==> config.mk <==
export PLATFORM = sky130hd
export DESIGN_NAME = branch_unit
export DESIGN_NICKNAME = d
export VERILOG_FILES = /design/src/rtl/branch_unit.sv
export SDC_FILE = /design/constraint.sdc
export NUM_CORES = 1
export LEC_CHECK = 0
export CAP_MARGIN = 20
export CORE_MARGIN = 1.5
export CORE_UTILIZATION = 49
export CTS_CLUSTER_SIZE = 14
export DETAILED_ROUTE_END_ITERATION = 16
export PLACE_DENSITY = 0.91
export SYNTH_ARGS = -nofsm -noshare
export SYNTH_HDL_FRONTEND = slang
export SYNTH_SLANG_ARGS = --single-unit
==> constraint.sdc <==
create_clock -name i_clk -period 3.4 [get_ports i_clk]
set_input_delay 0.85 -clock i_clk [delete_from_list [all_inputs] [get_ports i_clk]]
set_output_delay 0.85 -clock i_clk [all_outputs]
set_load 0.005 [all_outputs]
==> src/rtl/branch_unit.sv <==
// Branch/jump resolution for the execute stage: drives the external comparator,
// picks the target and hands a redirect + flush to fetch. Optional: BRANCH_STATS_EN.
module branch_unit #(
    parameter int              XLEN   = 32,
    parameter logic [XLEN-1:0] RST_PC = {XLEN{1'b0}}
) (
    input  logic            i_clk,
    input  logic            i_rst,
    input  logic            i_br_valid,
    output logic            o_br_ready,
    input  logic [1:0]      i_br_op,
    input  logic [2:0]      i_funct3,
    input  logic [XLEN-1:0] i_pc,
    input  logic [XLEN-1:0] i_rs1,
    input  logic [XLEN-1:0] i_rs2,
    input  logic [XLEN-1:0] i_imm,
    output logic            o_cmp_eq,
    output logic [1:0]      o_cmp_mode,
    output logic [XLEN-1:0] o_cmp_a,
    output logic [XLEN-1:0] o_cmp_b,
    input  logic [XLEN-1:0] i_cmp_result,
    output logic            o_redir_valid,
    input  logic            i_redir_ready,
    output logic [XLEN-1:0] o_redir_pc,
    output logic            o_flush,
    output logic [XLEN-1:0] o_link,
    output logic            o_done,
`ifdef BRANCH_STATS_EN
    output logic [31:0]     o_stat_br,
    output logic [31:0]     o_stat_taken,
`endif
    output logic            o_misalign
);

    typedef enum logic [1:0] {
        S_IDLE  = 2'b00,
        S_EVAL  = 2'b01,
        S_REDIR = 2'b10
    } state_t;

    localparam logic [XLEN-1:0] SIGN_FLIP = {1'b1, {(XLEN-1){1'b0}}};
    localparam logic [XLEN-1:0] LSB_CLEAR = {{(XLEN-1){1'b1}}, 1'b0};

    state_t          r_state;
    state_t          w_next_state;
    logic [1:0]      r_op;
    logic [2:0]      r_funct3;
    logic [XLEN-1:0] r_pc;
    logic [XLEN-1:0] r_rs1;
    logic [XLEN-1:0] r_rs2;
    logic [XLEN-1:0] r_imm;
    logic [XLEN-1:0] r_redir_pc;

    logic            w_f3_valid;
    logic            w_taken;
    logic            w_misal;
    logic [XLEN-1:0] w_target;
    logic [XLEN-1:0] w_link;
    logic            w_unused_cmp;

    assign w_unused_cmp = ^i_cmp_result[XLEN-1:1];
    assign w_link       = r_pc + {{(XLEN-3){1'b0}}, 3'd4};

    // Comparator drive; unsigned compares bias both operands so the signed comparator orders them correctly
    always_comb begin
        o_cmp_eq   = 1'b0;
        o_cmp_mode = 2'b00;
        o_cmp_a    = {XLEN{1'b0}};
        o_cmp_b    = {XLEN{1'b0}};
        w_f3_valid = 1'b0;
        if (r_state == S_EVAL && r_op == 2'b00) begin
            case (r_funct3)
                3'b000: begin o_cmp_eq = 1'b1; o_cmp_mode = 2'b10; o_cmp_a = r_rs1; o_cmp_b = r_rs2; w_f3_valid = 1'b1; end
                3'b001: begin o_cmp_mode = 2'b10; o_cmp_a = r_rs1; o_cmp_b = r_rs2; w_f3_valid = 1'b1; end
                3'b100: begin o_cmp_mode = 2'b00; o_cmp_a = r_rs1; o_cmp_b = r_rs2; w_f3_valid = 1'b1; end
                3'b101: begin o_cmp_mode = 2'b01; o_cmp_a = r_rs1; o_cmp_b = r_rs2; w_f3_valid = 1'b1; end
                3'b110: begin o_cmp_mode = 2'b00; o_cmp_a = r_rs1 ^ SIGN_FLIP; o_cmp_b = r_rs2 ^ SIGN_FLIP; w_f3_valid = 1'b1; end
                3'b111: begin o_cmp_mode = 2'b01; o_cmp_a = r_rs1 ^ SIGN_FLIP; o_cmp_b = r_rs2 ^ SIGN_FLIP; w_f3_valid = 1'b1; end
                default: begin o_cmp_mode = 2'b00; w_f3_valid = 1'b0; end
            endcase
        end else begin
            w_f3_valid = 1'b0;
        end
    end

    // Taken decision and target address
    always_comb begin
        w_taken  = 1'b0;
        w_target = r_pc + r_imm;
        case (r_op)
            2'b00:   w_taken = w_f3_valid & i_cmp_result[0];
            2'b01:   w_taken = 1'b1;
            2'b10: begin
                w_taken  = 1'b1;
                w_target = (r_rs1 + r_imm) & LSB_CLEAR;
            end
            default: w_taken = 1'b0;
        endcase
        w_misal = w_taken & (w_target[1:0] != 2'b00);
    end

    // Handshake and retirement outputs
    always_comb begin
        o_br_ready    = (r_state == S_IDLE);
        o_redir_valid = (r_state == S_REDIR);
        o_redir_pc    = r_redir_pc;
        o_flush       = (r_state == S_REDIR) & i_redir_ready;
        o_misalign    = (r_state == S_EVAL) & w_misal;
        o_done        = ((r_state == S_EVAL) & (~w_taken | w_misal)) | o_flush;
        if (o_done) begin
            o_link = w_link;
        end else begin
            o_link = {XLEN{1'b0}};
        end
    end

    // Next-state logic
    always_comb begin
        w_next_state = r_state;
        case (r_state)
            S_IDLE: begin
                if (i_br_valid) begin
                    w_next_state = S_EVAL;
                end else begin
                    w_next_state = S_IDLE;
                end
            end
            S_EVAL: begin
                if (w_taken && !w_misal) begin
                    w_next_state = S_REDIR;
                end else begin
                    w_next_state = S_IDLE;
                end
            end
            S_REDIR: begin
                if (i_redir_ready) begin
                    w_next_state = S_IDLE;
                end else begin
                    w_next_state = S_REDIR;
                end
            end
            default: w_next_state = S_IDLE;
        endcase
    end

    // State, request capture and redirect target registers
    always_ff @(posedge i_clk) begin
        if (i_rst) begin
            r_state    <= S_IDLE;
            r_op       <= 2'b00;
            r_funct3   <= 3'b000;
            r_pc       <= {XLEN{1'b0}};
            r_rs1      <= {XLEN{1'b0}};
            r_rs2      <= {XLEN{1'b0}};
            r_imm      <= {XLEN{1'b0}};
            r_redir_pc <= RST_PC;
        end else begin
            r_state <= w_next_state;
            if (r_state == S_IDLE && i_br_valid) begin
                r_op     <= i_br_op;
                r_funct3 <= i_funct3;
                r_pc     <= i_pc;
                r_rs1    <= i_rs1;
                r_rs2    <= i_rs2;
                r_imm    <= i_imm;
            end
            if (r_state == S_EVAL && w_next_state == S_REDIR) begin
                r_redir_pc <= w_target;
            end
        end
    end

`ifdef BRANCH_STATS_EN
    logic [31:0] r_stat_br;
    logic [31:0] r_stat_taken;

    // Retirement counters, free-running with natural wrap
    always_ff @(posedge i_clk) begin
        if (i_rst) begin
            r_stat_br    <= 32'd0;
            r_stat_taken <= 32'd0;
        end else begin
            if (o_done && r_op == 2'b00) begin
                r_stat_br <= r_stat_br + 32'd1;
            end
            if (o_flush) begin
                r_stat_taken <= r_stat_taken + 32'd1;
            end
        end
    end

    assign o_stat_br    = r_stat_br;
    assign o_stat_taken = r_stat_taken;
`endif

endmodule

==> impl_results.md, run 1 <==
- Status: finished with violations
- Failing checks: negative setup slack
- Width of the die: 149 µm
- Max-slew headroom: 45.1%
- # DRC: 0
- Synth unique cells: 62
- CP Capture Type: primary output
- Min Hold Slack: 448 ps
- Peak Freq: 0.277 GHz
- Post-synthesis cell count: 1416
- Yosys top cell by area: dfxtp_1
- Worst-case clock skew: 11.3 ps
- Antenna viol nets, final: 0
- Ys Warns: 0
- Final Cycle Share: 106%
- Io pins: 305
- CP arrival: 2760 ps
- Vias in the first global route: 10.7k
- DR pass1 iterations: 6
- Synth-to-Final Area Change: 40.2%
- FF+latch count, synth: 167
- Reg-to-reg critical path startpoint: r_imm[0]$_SDFFE_PP0P_
- Row count: 53
- CP startpoint: r_imm[0]$_SDFFE_PP0P_
- Via density: 5.76
- Post-DP HPWL: 24.6 mm
- Initial antenna violation count: 0
- Post-place instance area: 0.0136 mm²
- CTS tree: yes
- R2r worst-path depth: 18
- Synthesized area per cell: 7.36 µm²
- GPL Wtd Cong: 0.975
- Post-synth EDFFs: 0
- Diodes inserted: 0
- CP Buf/Inv Count: 5
- Final setup fails: 32
- Leading post-synthesis cells by cell area: dfxtp_1, nand2_1, a21oi_1
- P_leak: 0.00592 µW
- Total gr overflow: 0
- Slowest cell on crit path: fa_1
- Crit-path max cell delay: 490 ps
- Post-route design area: 0.0146 mm²
- RSZ-0062 raised after global routing: yes
- Routed len/inst: 17.6 µm
- CTS max path bufs: 2
- Count leader, synth: nand2_1
- Area share of the leading cell type in the synthesized netlist: 32.1%
- Worst hold path type: flip-flop to flip-flop
- Initial core utilization: 49.8%
- Least-Margin Pin Slew: 824 ps
- Die Area: 0.0222 mm²
- Top post-synthesis cells by count: nand2_1, a21oi_1, dfxtp_1, nor2_1, clkbuf_1
- Core area: 0.0210 mm²
- Layout Nets: 1934
- Final Hold Fails: 0
- Setup CP Type: flip-flop to primary output
- Cts hold-fix bufs: 0
- Input/output buffers: 273
- Largest net degree at the start of global routing: 79
- Worst r2r dst: o_redir_pc[28]$_SDFFE_PP0P_
- Post-synthesis sequential area ratio: 32.1%
- Worst vdd ir: 346 µV
- Post-Place Worst Slack: -36.6 ps
- FFs w/ async S/R, synth: 0%
- Top_reg_cell synth: dfxtp_1
- CTS H-tree depth: 4
- Worst-path clk slew: 70 ps
- Most used cell, CP: buf_6
- Root buf cell: clkbuf_16
- CP Cell Sequence: ha_4, inv_2, fa_1, nor3b_4, a21oi_2, nor3_2, nor2_1, nor2_2, buf_6, buf_16, buf_6, nor2_4, buf_2
- All-Layer GR Usage: 30.2%
- Crit path max-delay family: simple AND/OR/NAND/NOR gates
- Crit path depth: 13
- Max Cap Viol: 0
- Synth Net Count: 1652
- First-pass GRT wire length: 53.1 mm
- Routed WL: 35.0 mm
- TritonCTS buffer count: 17
- Pwr/cell area: 378 mW/mm²
- Share of cells above drive strength 1: 11.9%
- Die H: 149 µm
- Worst-Skew Late Latency: 430 ps
- CTS Sinks: 167
- Worst setup path end: o_link[15]
- Via Count: 11.4k
- Max Fanout on Critical Path: 8
- Synthesized cell area: 0.0104 mm²
- Worst Setup Start Kind: flip-flop
- CP Data Required Time: 2550 ps
- Worst reg-to-reg setup slack: 120 ps
- Iter 0 DRT Violations: 953
- Slew Limit Fails: 0
- Min cycle time layout: 3610 ps
- Worst Setup Slack, final: -206 ps
## per-layer routing
| metal | wire length, µm | global-route usage, % |
|---|---|---|
| met3 | 3040 | 5.99 |
| met5 | 0 | 0 |
| met4 | 1040 | 13.3 |
| met1 | 14600 | 38.7 |
| met2 | 16400 | 49.1 |
## registers in the layout, indices dropped and copies added (netlist names)
| name | count |
|---|---|
| r_imm | 32 |
| o_redir_pc | 32 |
| r_funct3 | 3 |
| r_rs1 | 32 |
| r_state | 2 |
| r_pc | 32 |
| r_op | 2 |
| r_rs2 | 32 |
## timing repair
action,in CTS,in global routing
buffers inserted,23,6
endpoints found under the setup margin,35,105
gates resized for setup,176,44
pin swaps,19,15
gates cloned,2,1
## stage by stage
step / TNS, ps / util, % / cells / power [µW]
after floorplan: 0 / - / 1416 / 2820
after detailed placement: -66.0 / 65.0 / 1926 / 3300
after CTS: -830 / 69.0 / 1982 / 5460
final: -4270 / 69.7 / 1986 / 5520
after global placement: 0 / 65.0 / 1926 / 3260
after global routing: -6980 / 69.7 / 1986 / 5720
## worst register-to-register path, cell delays in order (launching register included)
cell and delay (ps):
dfxtp_2 360, ha_4 140, inv_2 30, fa_1 450, nor3b_4 170, a21oi_2 190
nor3_2 90, buf_4 140, buf_4 130, buf_4 130, buf_4 130, buf_4 120
buf_4 120, buf_4 120, buf_4 140, nand2_8 100, nor2_4 60, a211o_1 350
a211oi_2 220
## placed cells by master, fill, tap and decap left out, types with 30 or more instances in the layout
cell type	synthesis	layout
o21ai_0	30	30
dfxtp_1	167	162
xnor2_1	40	40
buf_2	2	30
and2_1	65	64
nand2_1	321	318
nor2_1	107	80
a21oi_1	204	203
clkdlybuf4s50_1	0	238
xor2_1	38	37
ha_1	65	63
buf_4	0	54
## report_power, final
part | total [µW] | internal (µW) | switching [µW]
Combinational | 1230 | 581 | 647
Clock | 2110 | 1270 | 841
Sequential | 2180 | 2070 | 110
## how the worst min path moves through the flow
stage,start,endpoint,slack (ps),depth (start not counted)
5_1_grt,r_rs2[14]$_SDFFE_PP0P_,r_rs2[14]$_SDFFE_PP0P_,470,2
6_report,r_rs2[29]$_SDFFE_PP0P_,r_rs2[29]$_SDFFE_PP0P_,450,2
2_1_floorplan,r_rs2[0]$_SDFFE_PP0P_,r_rs2[0]$_SDFFE_PP0P_,430,2
4_1_cts,r_rs2[27]$_SDFFE_PP0P_,r_rs2[27]$_SDFFE_PP0P_,450,2
3_3_place_gp,r_rs2[15]$_SDFFE_PP0P_,r_rs2[15]$_SDFFE_PP0P_,440,2
3_5_place_dp,r_rs2[27]$_SDFFE_PP0P_,r_rs2[27]$_SDFFE_PP0P_,440,2
## cell families (layout without fill, tap and decap cells)
family,count (synthesis),after routing,share of synthesized area (%)
simple gates,620,620,26.7
compound gates,375,375,21.9
flops,167,167,32.1
buf+inv,99,394,3.59
xor+xnor,78,78,6.55
fa+ha+maj,67,67,8.18
mux,10,10,0.984
## area by class of cell
class	count	area (µm²)
Sequential cell	167	3350
Timing Repair Buffer	345	3270
Fill cell	1526	6340
Inverter	17	63.8
Clock buffer	21	460
Clock inverter	11	169
Multi-Input combinational cell	1150	6960
Tap cell	275	344
No activity file was read; power rests on OpenSTA's default activity.
==> inputs of run 2 (changes only) <==
--- a/config.mk
+++ b/config.mk
@@ -6,7 +6,7 @@
 export NUM_CORES = 1
 export LEC_CHECK = 0
 export CAP_MARGIN = 20
-export CORE_MARGIN = 1.5
+export CORE_MARGIN = 4
 export CORE_UTILIZATION = 49
 export CTS_CLUSTER_SIZE = 14
 export DETAILED_ROUTE_END_ITERATION = 16
==> run 2 against run 1 <==
Compared with the run above:
- cell count down 0.86%
- sequential share of layout area increased by 0.32 points
- sequential power hardly changed
- critical path depth did not move
- total power down 2.0%
- via count shrank 0.93%
- first-iteration DRC count down 3.9%
- final area is 1.3% lower
- the run still ends with negative setup slack left
- highest routed layer unchanged
- maximum frequency increased by 1.4%
- critical endpoint is now o_link[21]
==> impl_results.md, run 2 (synthesis gave the netlist of run 1 again) <==
- Commonest non-fill, non-tap cell in the layout: nand2_1
- P_leak: 0.00583 µW
- Via Count: 11.3k
- Via density: 5.75
- Final Cycle Share: 105%
- Root buf cell: clkbuf_16
- Post-Place Cells: 1927
- Power after layout: 5410 µW
- Failing checks: negative setup slack
- Final Non-Filler Cells: 1969
- Net switching power: 1560 µW
- Worst Setup Start Kind: flip-flop
- Initial antenna violation count: 0
- GPL Wtd Cong: 0.938
- Core area: 0.0210 mm²
- Vias in the first global route: 10.8k
- All-Layer GR Usage: 28.0%
- Cts hold-fix bufs: 0
- Synth-to-Final Area Change: 38.3%
- Min cycle time layout: 3560 ps
- Combinational group share of total power: 22.0%
- Input/output buffers: 273
- # DRC: 0
- Row count: 53
- Die Area: 0.0237 mm²
- Setup CP Type: flip-flop to primary output
- Pwr/cell area: 375 mW/mm²
- Total gr overflow: 0
- Post-DP HPWL: 25.3 mm
- DR pass1 iterations: 5
- CP Data Required Time: 2550 ps
- Die H: 154 µm
- Worst vdd ir: 282 µV
- Internal power: 3840 µW
- Diodes inserted: 0
- Worst hold path type: flip-flop to flip-flop
- CP Capture Type: primary output
- Sw frac: 28.9%
- Busiest layer in global routing: met2
- Reg power frac: 40.3%
- Largest net degree at the start of global routing: 75
- Power share of the clock group: 37.8%
- Commonest cells after routing, fill and taps aside: nand2_1, clkdlybuf4s50_1, a21oi_1, dfxtp_1, nor2_1
- Least-Margin Pin Slew: 751 ps
- Max-slew headroom: 49.6%
- CTS H-tree depth: 4
- Final Hold Fails: 0
- Post-Place Worst Slack: -34.2 ps
- Worst-case clock skew: 14.0 ps
- Antenna viol nets, final: 0
- Iter 0 DRT Violations: 916
- Max Fanout on Critical Path: 7
- First-pass GRT wire length: 54.5 mm
- Grt met2 use: 45.8%
- Max Cap Viol: 0
- Status: finished with violations
- CP arrival: 2710 ps
- Worst Setup Slack, final: -157 ps
- Min Hold Slack: 452 ps
- Initial core utilization: 49.8%
- Width of the die: 154 µm
- TritonCTS buffer count: 17
- RSZ-0062 raised after global routing: yes
- Routed WL: 35.2 mm
- Peak Freq: 0.281 GHz
- Share of cells above drive strength 1: 10.6%
- GR Util met1: 36.8%
- CTS tree: yes
- Met3 Use GR: 5.18%
- Worst-path clk slew: 70 ps
- Io pins: 305
- Worst-Skew Late Latency: 430 ps
- Worst reg-to-reg setup slack: 150 ps
- Slew Limit Fails: 0
- CTS Sinks: 167
- Layout Nets: 1917
- CTS max path bufs: 2
- Final setup fails: 33
- Routed len/inst: 17.9 µm
[run 2: worst paths after layout]
kind	start	to	cells after the start
worst max register to register	r_pc[0]$_SDFFE_PP0P_	o_redir_pc[30]$_SDFFE_PP0P_	14
worst max-delay path	r_pc[0]$_SDFFE_PP0P_	o_link[21]	13
worst min-delay path	r_rs2[8]$_SDFFE_PP0P_	r_rs2[8]$_SDFFE_PP0P_	2
worst min register to register	r_rs2[8]$_SDFFE_PP0P_	r_rs2[8]$_SDFFE_PP0P_	2
[run 2: critical path, stage by stage, from the launching register on]
cell	delay (ps)
dfxtp_4	370
ha_4	140
inv_2	40
fa_1	480
nor3b_4	190
a21oi_2	70
nor3_2	230
nor2_2	70
nor2_4	110
buf_6	140
buf_12	110
buf_12	120
nor2_1	60
buf_2	130
[run 2: metrics by stage]
stage	util, %	TNS (ps)	cell area [µm²]
floorplan	-	0	10400
CTS	68.4	-3570	14300
global route	68.8	-6790	14400
detailed placement	64.9	-374	13600
finish	68.8	-3120	14400
global placement	64.9	0	13600
[run 2: power by group through the flow]
| stage | clock, µW | combinational, µW | sequential, µW |
|---|---|---|---|
| floorplan | 0 | 637 | 2180 |
| global placement | 0 | 1060 | 2210 |
| detailed placement | 0 | 1090 | 2220 |
| CTS | 2050 | 1150 | 2170 |
| global route | 2130 | 1290 | 2190 |
| finish | 2040 | 1190 | 2180 |
[run 2: cell type report]
cell class / instances / area, µm²
clock buffer: 22 / 474
clock inverter: 10 / 140
fill: 1649 / 6540
inverter: 17 / 66.3
multi-input combinational: 1150 / 6920
sequential: 167 / 3350
tap: 275 / 344
timing repair buffer: 328 / 3120
[run 2: what timing repair did]
item                       in CTS  in global routing
cloned                          3                  0
gates resized for setup       176                 30
buffers inserted                6                  2
setup endpoints to repair      34                 98
pin swaps                      24                  7
[run 2: metal layers]
metal / share of wire [%] / up-vias
li1: - / 5419
met1: 42 / 5287
met2: 47 / 536
met3: 7.7 / 85
met4: 3.3 / 0
met5: 0 / -
